--- src/rtl/fruit_slot_scheduler_if.sv ---
// Spawner / pixel-pipe bundle for fruit_slot_scheduler.
// master = game logic and VGA side, slave = scheduler.
interface fruit_slot_scheduler_if #(
  parameter int N_SLOTS = 4
);
  localparam int IDW = (N_SLOTS > 1) ? $clog2(N_SLOTS) : 1;

  logic               frame_clk;
  logic [9:0]         DrawX;
  logic [9:0]         DrawY;
  logic               spawn_req;
  logic [9:0]         spawn_x;
  logic [7:0]         spawn_vx;
  logic [7:0]         spawn_vy;
  logic               spawn_ack;
  logic [9:0]         FruitX;
  logic [9:0]         FruitY;
  logic [9:0]         Fruit_size;
  logic               fruit_on;
  logic [IDW-1:0]     fruit_id;
  logic [N_SLOTS-1:0] active_mask;
  logic               missed;

  modport master (
    output frame_clk, DrawX, DrawY,
    output spawn_req, spawn_x, spawn_vx, spawn_vy,
    input  spawn_ack, FruitX, FruitY, Fruit_size,
    input  fruit_on, fruit_id, active_mask, missed
  );

  modport slave (
    input  frame_clk, DrawX, DrawY,
    input  spawn_req, spawn_x, spawn_vx, spawn_vy,
    output spawn_ack, FruitX, FruitY, Fruit_size,
    output fruit_on, fruit_id, active_mask, missed
  );
endinterface

--- src/rtl/fruit_slot_scheduler.sv ---
// Fruit slot pool: spawn, per-frame gravity update, retire,
// and per-pixel lowest-index arbitration for the color mapper.
module fruit_slot_scheduler #(
  parameter int                 N_SLOTS    = 4,
  parameter logic [9:0]         FRUIT_SIZE = 10'd32,
  parameter logic signed [7:0]  GRAVITY    = 8'sd1,
  parameter logic signed [10:0] Y_SPAWN    = 11'sd479,
  parameter logic signed [10:0] Y_MAX      = 11'sd480,
  parameter logic [9:0]         X_MAX      = 10'd607
) (
  input logic                   Clk,
  input logic                   Reset,
  fruit_slot_scheduler_if.slave bus
);
  localparam int IDW = (N_SLOTS > 1) ? $clog2(N_SLOTS) : 1;
  localparam logic [IDW-1:0] LAST = IDW'(N_SLOTS - 1);

  typedef enum logic [1:0] {
    S_IDLE,
    S_SPAWN,
    S_UPDATE
  } state_t;

  state_t r_state;
  state_t w_state_nxt;
  logic [IDW-1:0] r_idx;
  logic [IDW-1:0] w_idx_nxt;
  logic r_frame_q;

  logic [9:0]         r_x  [N_SLOTS];
  logic signed [10:0] r_y  [N_SLOTS];
  logic signed [7:0]  r_vx [N_SLOTS];
  logic signed [7:0]  r_vy [N_SLOTS];
  logic [N_SLOTS-1:0] r_active;

  logic           w_tick;
  logic           w_full;
  logic [IDW-1:0] w_free_idx;
  logic [9:0]     w_spawn_x;

  assign w_tick    = bus.frame_clk & ~r_frame_q;
  assign w_full    = &r_active;
  assign w_spawn_x = (bus.spawn_x > X_MAX) ? X_MAX : bus.spawn_x;

  always_comb begin
    w_free_idx = '0;
    for (int i = N_SLOTS - 1; i >= 0; i--) begin
      if (!r_active[i]) w_free_idx = IDW'(i);
    end
  end

  // Kinematics for the slot under the sweep pointer
  logic [9:0]         w_x_cur;
  logic signed [10:0] w_y_cur;
  logic signed [7:0]  w_vx_cur;
  logic signed [7:0]  w_vy_cur;
  logic signed [8:0]  w_vy_sum;
  logic signed [7:0]  w_vy_new;
  logic signed [10:0] w_y_new;
  logic signed [11:0] w_x_sum;
  logic signed [7:0]  w_vx_neg;
  logic [9:0]         w_x_new;
  logic signed [7:0]  w_vx_new;
  logic               w_upd_en;
  logic               w_retire;

  assign w_x_cur  = r_x[r_idx];
  assign w_y_cur  = r_y[r_idx];
  assign w_vx_cur = r_vx[r_idx];
  assign w_vy_cur = r_vy[r_idx];

  assign w_vy_sum = {w_vy_cur[7], w_vy_cur}
                  + {GRAVITY[7], GRAVITY};

  always_comb begin
    w_vy_new = w_vy_sum[7:0];
    if (w_vy_sum > 9'sd127) begin
      w_vy_new = 8'sd127;
    end else if (w_vy_sum < -9'sd128) begin
      w_vy_new = 8'sh80;
    end
  end

  assign w_y_new = w_y_cur + {{3{w_vy_new[7]}}, w_vy_new};

  assign w_x_sum = $signed({2'b00, w_x_cur})
                 + $signed({{4{w_vx_cur[7]}}, w_vx_cur});

  // -128 has no positive twin; bounce it to +127
  assign w_vx_neg = (w_vx_cur == 8'sh80) ? 8'sd127 : -w_vx_cur;

  always_comb begin
    w_x_new  = w_x_sum[9:0];
    w_vx_new = w_vx_cur;
    if (w_x_sum < 12'sd0) begin
      w_x_new  = '0;
      w_vx_new = w_vx_neg;
    end else if (w_x_sum > $signed({2'b00, X_MAX})) begin
      w_x_new  = X_MAX;
      w_vx_new = w_vx_neg;
    end
  end

  assign w_upd_en = (r_state == S_UPDATE) & r_active[r_idx];
  assign w_retire = (w_vy_new > 8'sd0) & (w_y_new > Y_MAX);

  always_comb begin
    w_state_nxt = r_state;
    w_idx_nxt   = r_idx;
    unique case (r_state)
      S_IDLE: begin
        if (w_tick) begin
          w_state_nxt = S_UPDATE;
          w_idx_nxt   = '0;
        end else if (bus.spawn_req && !w_full) begin
          w_state_nxt = S_SPAWN;
        end
      end
      S_SPAWN: w_state_nxt = S_IDLE;
      S_UPDATE: begin
        if (r_idx == LAST) begin
          w_state_nxt = S_IDLE;
          w_idx_nxt   = '0;
        end else begin
          w_idx_nxt = r_idx + 1'b1;
        end
      end
      default: w_state_nxt = S_IDLE;
    endcase
  end

  always_ff @(posedge Clk) begin
    r_frame_q <= bus.frame_clk;
    if (Reset) begin
      r_state <= S_IDLE;
      r_idx   <= '0;
    end else begin
      r_state <= w_state_nxt;
      r_idx   <= w_idx_nxt;
    end
  end

  always_ff @(posedge Clk) begin
    if (Reset) begin
      r_active <= '0;
      for (int i = 0; i < N_SLOTS; i++) begin
        r_x[i]  <= '0;
        r_y[i]  <= '0;
        r_vx[i] <= '0;
        r_vy[i] <= '0;
      end
    end else if (r_state == S_SPAWN) begin
      r_active[w_free_idx] <= 1'b1;
      r_x[w_free_idx]      <= w_spawn_x;
      r_y[w_free_idx]      <= Y_SPAWN;
      r_vx[w_free_idx]     <= bus.spawn_vx;
      r_vy[w_free_idx]     <= bus.spawn_vy;
    end else if (w_upd_en) begin
      r_x[r_idx]  <= w_x_new;
      r_y[r_idx]  <= w_y_new;
      r_vx[r_idx] <= w_vx_new;
      r_vy[r_idx] <= w_vy_new;
      if (w_retire) r_active[r_idx] <= 1'b0;
    end
  end

  // Per-slot hit test; unsigned wrap makes left/top misses huge
  logic [N_SLOTS-1:0] w_hit;

  for (genvar g = 0; g < N_SLOTS; g++) begin : g_hit
    logic [9:0] w_dx;
    logic [9:0] w_dy;
    assign w_dx = bus.DrawX - r_x[g];
    assign w_dy = bus.DrawY - r_y[g][9:0];
    assign w_hit[g] = r_active[g] & ~r_y[g][10]
                    & (w_dx < FRUIT_SIZE)
                    & (w_dy < FRUIT_SIZE);
  end

  logic           w_win;
  logic [IDW-1:0] w_win_id;

  always_comb begin
    w_win    = 1'b0;
    w_win_id = '0;
    for (int i = N_SLOTS - 1; i >= 0; i--) begin
      if (w_hit[i]) begin
        w_win    = 1'b1;
        w_win_id = IDW'(i);
      end
    end
  end

  logic           r_on;
  logic [9:0]     r_fx;
  logic [9:0]     r_fy;
  logic [9:0]     r_size;
  logic [IDW-1:0] r_id;

  always_ff @(posedge Clk) begin
    if (Reset) begin
      r_on   <= 1'b0;
      r_fx   <= '0;
      r_fy   <= '0;
      r_size <= '0;
      r_id   <= '0;
    end else begin
      r_on   <= w_win;
      r_fx   <= w_win ? r_x[w_win_id] : '0;
      r_fy   <= w_win ? r_y[w_win_id][9:0] : '0;
      r_size <= w_win ? FRUIT_SIZE : '0;
      r_id   <= w_win_id;
    end
  end

  assign bus.FruitX      = r_fx;
  assign bus.FruitY      = r_fy;
  assign bus.Fruit_size  = r_size;
  assign bus.fruit_on    = r_on;
  assign bus.fruit_id    = r_id;
  assign bus.active_mask = r_active;
  assign bus.spawn_ack   = (r_state == S_SPAWN) & ~Reset;
  assign bus.missed      = w_upd_en & w_retire & ~Reset;

endmodule

--- src/flat_wrapper.sv ---
// flat-port wrapper written by rule: the top's interface ports become plain ports
module fruit_slot_scheduler_flat 
#(
  parameter int                 N_SLOTS    = 4,
  parameter logic [9:0]         FRUIT_SIZE = 10'd32,
  parameter logic signed [7:0]  GRAVITY    = 8'sd1,
  parameter logic signed [10:0] Y_SPAWN    = 11'sd479,
  parameter logic signed [10:0] Y_MAX      = 11'sd480,
  parameter logic [9:0]         X_MAX      = 10'd607
)
  (Clk, Reset, bus_frame_clk, bus_DrawX, bus_DrawY, bus_spawn_req, bus_spawn_x, bus_spawn_vx, bus_spawn_vy, bus_spawn_ack, bus_FruitX, bus_FruitY, bus_Fruit_size, bus_fruit_on, bus_fruit_id, bus_active_mask, bus_missed);
  fruit_slot_scheduler_if #(.N_SLOTS(N_SLOTS)) bus_i ();
  input logic Clk;
  input logic Reset;
  input wire logic [$bits(bus_i.frame_clk)-1:0] bus_frame_clk;
  input wire logic [$bits(bus_i.DrawX)-1:0] bus_DrawX;
  input wire logic [$bits(bus_i.DrawY)-1:0] bus_DrawY;
  input wire logic [$bits(bus_i.spawn_req)-1:0] bus_spawn_req;
  input wire logic [$bits(bus_i.spawn_x)-1:0] bus_spawn_x;
  input wire logic [$bits(bus_i.spawn_vx)-1:0] bus_spawn_vx;
  input wire logic [$bits(bus_i.spawn_vy)-1:0] bus_spawn_vy;
  output wire logic [$bits(bus_i.spawn_ack)-1:0] bus_spawn_ack;
  output wire logic [$bits(bus_i.FruitX)-1:0] bus_FruitX;
  output wire logic [$bits(bus_i.FruitY)-1:0] bus_FruitY;
  output wire logic [$bits(bus_i.Fruit_size)-1:0] bus_Fruit_size;
  output wire logic [$bits(bus_i.fruit_on)-1:0] bus_fruit_on;
  output wire logic [$bits(bus_i.fruit_id)-1:0] bus_fruit_id;
  output wire logic [$bits(bus_i.active_mask)-1:0] bus_active_mask;
  output wire logic [$bits(bus_i.missed)-1:0] bus_missed;
  assign bus_i.frame_clk = bus_frame_clk;
  assign bus_i.DrawX = bus_DrawX;
  assign bus_i.DrawY = bus_DrawY;
  assign bus_i.spawn_req = bus_spawn_req;
  assign bus_i.spawn_x = bus_spawn_x;
  assign bus_i.spawn_vx = bus_spawn_vx;
  assign bus_i.spawn_vy = bus_spawn_vy;
  assign bus_spawn_ack = bus_i.spawn_ack;
  assign bus_FruitX = bus_i.FruitX;
  assign bus_FruitY = bus_i.FruitY;
  assign bus_Fruit_size = bus_i.Fruit_size;
  assign bus_fruit_on = bus_i.fruit_on;
  assign bus_fruit_id = bus_i.fruit_id;
  assign bus_active_mask = bus_i.active_mask;
  assign bus_missed = bus_i.missed;
  fruit_slot_scheduler #(.N_SLOTS(N_SLOTS), .FRUIT_SIZE(FRUIT_SIZE), .GRAVITY(GRAVITY), .Y_SPAWN(Y_SPAWN), .Y_MAX(Y_MAX), .X_MAX(X_MAX)) u_core (.Clk(Clk), .Reset(Reset), .bus(bus_i));
endmodule
--- config.mk ---
export PLATFORM = sky130hd
export DESIGN_NAME = fruit_slot_scheduler_flat
export DESIGN_NICKNAME = d
export VERILOG_FILES = /design/src/rtl/fruit_slot_scheduler_if.sv /design/src/rtl/fruit_slot_scheduler.sv /design/src/flat_wrapper.sv
export SDC_FILE = /design/constraint.sdc
export NUM_CORES = 1
export LEC_CHECK = 0
export ABC_AREA = 1
export BUFFER_PORTS_ARGS = -buffer_cell sky130_fd_sc_hd__buf_2
export CORE_ASPECT_RATIO = 1.5
export CORE_MARGIN = 4
export CORE_UTILIZATION = 56
export DETAILED_ROUTE_END_ITERATION = 8
export PLACE_DENSITY = 0.78
export SYNTH_ARGS = -nofsm -noshare
export SYNTH_HDL_FRONTEND = slang
export SYNTH_SLANG_ARGS = --single-unit
--- constraint.sdc ---
create_clock -name Clk -period 4.51 [get_ports Clk]
set_clock_uncertainty 0.05 [all_clocks]
set_input_delay 0.6765 -clock Clk [delete_from_list [all_inputs] [get_ports Clk]]
set_output_delay 0.6765 -clock Clk [all_outputs]
set_load 0.02 [all_outputs]
==> summary.md <==
| Metric | Value |
|---|---|
| Status | finished with violations |
| Failing checks | negative setup slack |
| Layout cells sized above 1 | 14.4% |
| Slew @ Worst Pin | 799 ps |
| Register area share after synthesis | 40.3% |
| Tcrit/Tclk final | 108% |
| Post-Syn Area | 12700 µm² |
| Sum Neg Setup Slack | -353 ps |
| FMAX | 0.206 GHz |
| Avg Cell Area, Syn | 7.83 µm² |
| Largest net degree at the start of global routing | 52 |
| Cells after Synth | 1623 |
| Asr flop ratio synth | 0% |
| Slew Viols, Final | 0 |
| Peak VDD IR | 0.000276 V |
| CTS Root Cell | clkbuf_16 |
| Initial DRC Count | 1066 |
| Seq cells post-synth | 182 |
| Leakage Power | 6.50 nW |
| Tmin final | 4860 ps |
| Max Root-Sink Buffers | 2 |
| Die Ht | 193 µm |
| Clock Pin Slew Worst Setup and Hold Paths | 70 ps |
| Crit-path slowest cell | dfxtp_4 |
| Routed Antenna Nets | 0 |
| Syn-to-layout area delta | 13.1% |
| Critical path class | register to output port |
| Port bufs | 79 |
| Startpoint types | register |
| Starting Density | 56.8% |
| Hold_ws | 298 ps |
| DR WL/cell | 17.7 µm |
| Htree depth | 4 |
| Overall power | 4.60 mW |
| Via count | 11500 |
| I/O Pins | 89 |
| Vias in the first global route | 10900 |
| Worst setup EP type | output port |
| Netlist cell types | 57 |
| Detailed Place HPWL | 25400 µm |
| Antenna diode count | 0 |
| Gr ovfl total | 0 |
| Worst path max stage delay | 440 ps |
| Commonest non-fill, non-tap cell in the layout | nand2_1 |
| Worst setup slack after layout | -353 ps |
| Final net count | 1864 |
| Via/cell ratio | 5.73 |
| Core Rows | 67 |
| Worst hold-check path type | primary input to register |
| Worst EP required | 3780 ps |
| Die area | 25200 µm² |
| Pwr dens | 320 nW/µm² |
| DRT Pass-1 Iters | 6 |
| Setup Viol. Count Final | 1 |
| Hold-fix buffers, CTS | 0 |
| Clk sinks | 182 |
| Worst skew pair latency | 440 ps |
| RD Place Congestion | 1.03 |
| Commonest cells after routing, fill and taps aside | nand2_1, inv_1, nor2_1, edfxtp_1, nand3_1 |
| Yosys top cell by area | edfxtp_1 |
| CTS Buf Count | 17 |
| Number of synthesized flops with an enable pin | 148 |
| Die W | 131 µm |
| Top post-synthesis cells by area | edfxtp_1, nand2_1, ha_1 |
| Max-Cap Viols | 0 |
| All-Layer GR Usage | 27.9% |
| First-pass GRT wire length | 54200 µm |
| Core Region | 22400 µm² |
| Worst EP arrival | 4140 ps |
| Fin. Hold Viols | 0 |
| Main synth FF type | edfxtp_1 |
| Worst slew margin | 46.7% |
| CTS tree | done |
| RSZ-0062 raised after global routing | true |
| YS warnings | 0 |
| DRC violations left | 0 |
| Top cell type's share of synthesized area | 35.0% |
| Initial antenna violation count | 0 |
| Critical Path Most Common Cell | buf_4 |
| Dpl ws | -103 ps |
| Drt total wl | 35500 µm |
| Crit path max fanout | 8 |
[final timing paths]
path / startpoint / endpoint / slack [ps] / depth (start not counted)
worst max-delay path: register / bus_missed / -350 / 30
worst max register to register: register / u_core.r_vx[2][0]$_SDFFCE_PN0P_ / 390 / 23
worst min register to register: u_core.r_state[0]$_SDFFE_PP0P_ / u_core.r_state[0]$_SDFFE_PP0P_ / 480 / 3
worst min-delay path: bus_frame_clk / u_core.r_frame_q$_DFF_P_ / 300 / 1
[area by class of cell]
cell class	count	area, µm²
sequential	182	5130
fill	1891	8000
timing repair buffer	142	945
clock buffer	17	425
multi-input combinational	1131	6460
tap	276	345
inverter	247	938
clock inverter	14	139
[Yosys cell counts (3+ instances only)]
cell,count
o21ai_0,96
buf_1,10
inv_1,241
edfxtp_1,148
o211ai_1,4
a211oi_1,5
nand3_2,6
a31oi_1,3
nand2_4,4
a21oi_1,118
nor4_1,3
buf_2,16
buf_4,11
clkinv_1,3
nor2_1,179
nand2_1,317
nand4_1,7
dfxtp_1,34
a21o_1,5
a32oi_1,11
a21oi_2,3
nor2_4,3
nor2_2,3
o21ai_1,5
nand2_2,17
nand3_1,125
ha_1,91
o22ai_1,4
or2_2,5
clkbuf_1,30
nor3_1,9
xnor2_1,23
o221ai_1,8
o21bai_1,3
xor2_1,32
nand3b_1,14
[per-layer routing]
| layer | up-vias | wire length, µm | global-route usage [%] |
|---|---|---|---|
| met5 | - | 0 | 0 |
| met4 | 0 | 1750 | 14.3 |
| met3 | 117 | 2280 | 3.71 |
| met2 | 523 | 18100 | 49.3 |
| met1 | 5332 | 13300 | 32.5 |
| li1 | 5544 | - | - |
[through the flow]
stage          utilization (%)  area, µm²  cells
6_report                  64.3      14400   2009
5_1_grt                   64.3      14400   2009
4_1_cts                   63.7      14300   2004
3_5_place_dp              60.3      13500   1961
3_3_place_gp              60.3      13500   1961
2_1_floorplan                -      12800   1631
[critical path: cells and delay by family, from the launching register on]
| family | cells | cell delay (ps) |
|---|---|---|
| and+or+nand+nor | 18 | 1510 |
| buffers and inverters | 9 | 1060 |
| adders and majority gates | 2 | 480 |
| DFF | 1 | 440 |
| xor gates and xnor gates | 1 | 190 |
[sequential cells by signal (all words and copies together), names as in the netlist, 2 cells and up, named ones only]
register / count
u_core.r_idx: 2
u_core.bus.fruit_id: 2
u_core.r_state: 2
u_core.r_vx: 32
u_core.bus.active_mask: 4
u_core.r_y: 44
u_core.bus.FruitX: 10
u_core.r_x: 40
u_core.r_vy: 32
u_core.bus.FruitY: 10
[report_power, final]
| group | leakage (nW) | internal, mW | switching (mW) | total (mW) |
|---|---|---|---|---|
| combinational | 4.41 | 0.432 | 0.762 | 1.19 |
| clock | 0.279 | 0.732 | 0.715 | 1.45 |
| sequential | 1.81 | 1.91 | 0.0471 | 1.96 |
[kinds of logic (layout without fill, tap and decap cells)]
kind of cell	after synthesis	after routing	synth area share (%)
buf+inv	318	420	10.3
xor+xnor	56	56	3.92
compound gates	277	277	12.4
flops	182	182	40.3
simple gates	696	696	23.9
fa+ha+maj	93	93	9.27
other cells	1	9	0.0295
[timing repair]
item                                    CTS  global route
endpoints found under the setup margin    1            25
buffers inserted                         12             4
cloned                                    0             1
resized for setup                        24            22
pin swaps                                15            15
No activity file was read; power rests on OpenSTA's default activity.
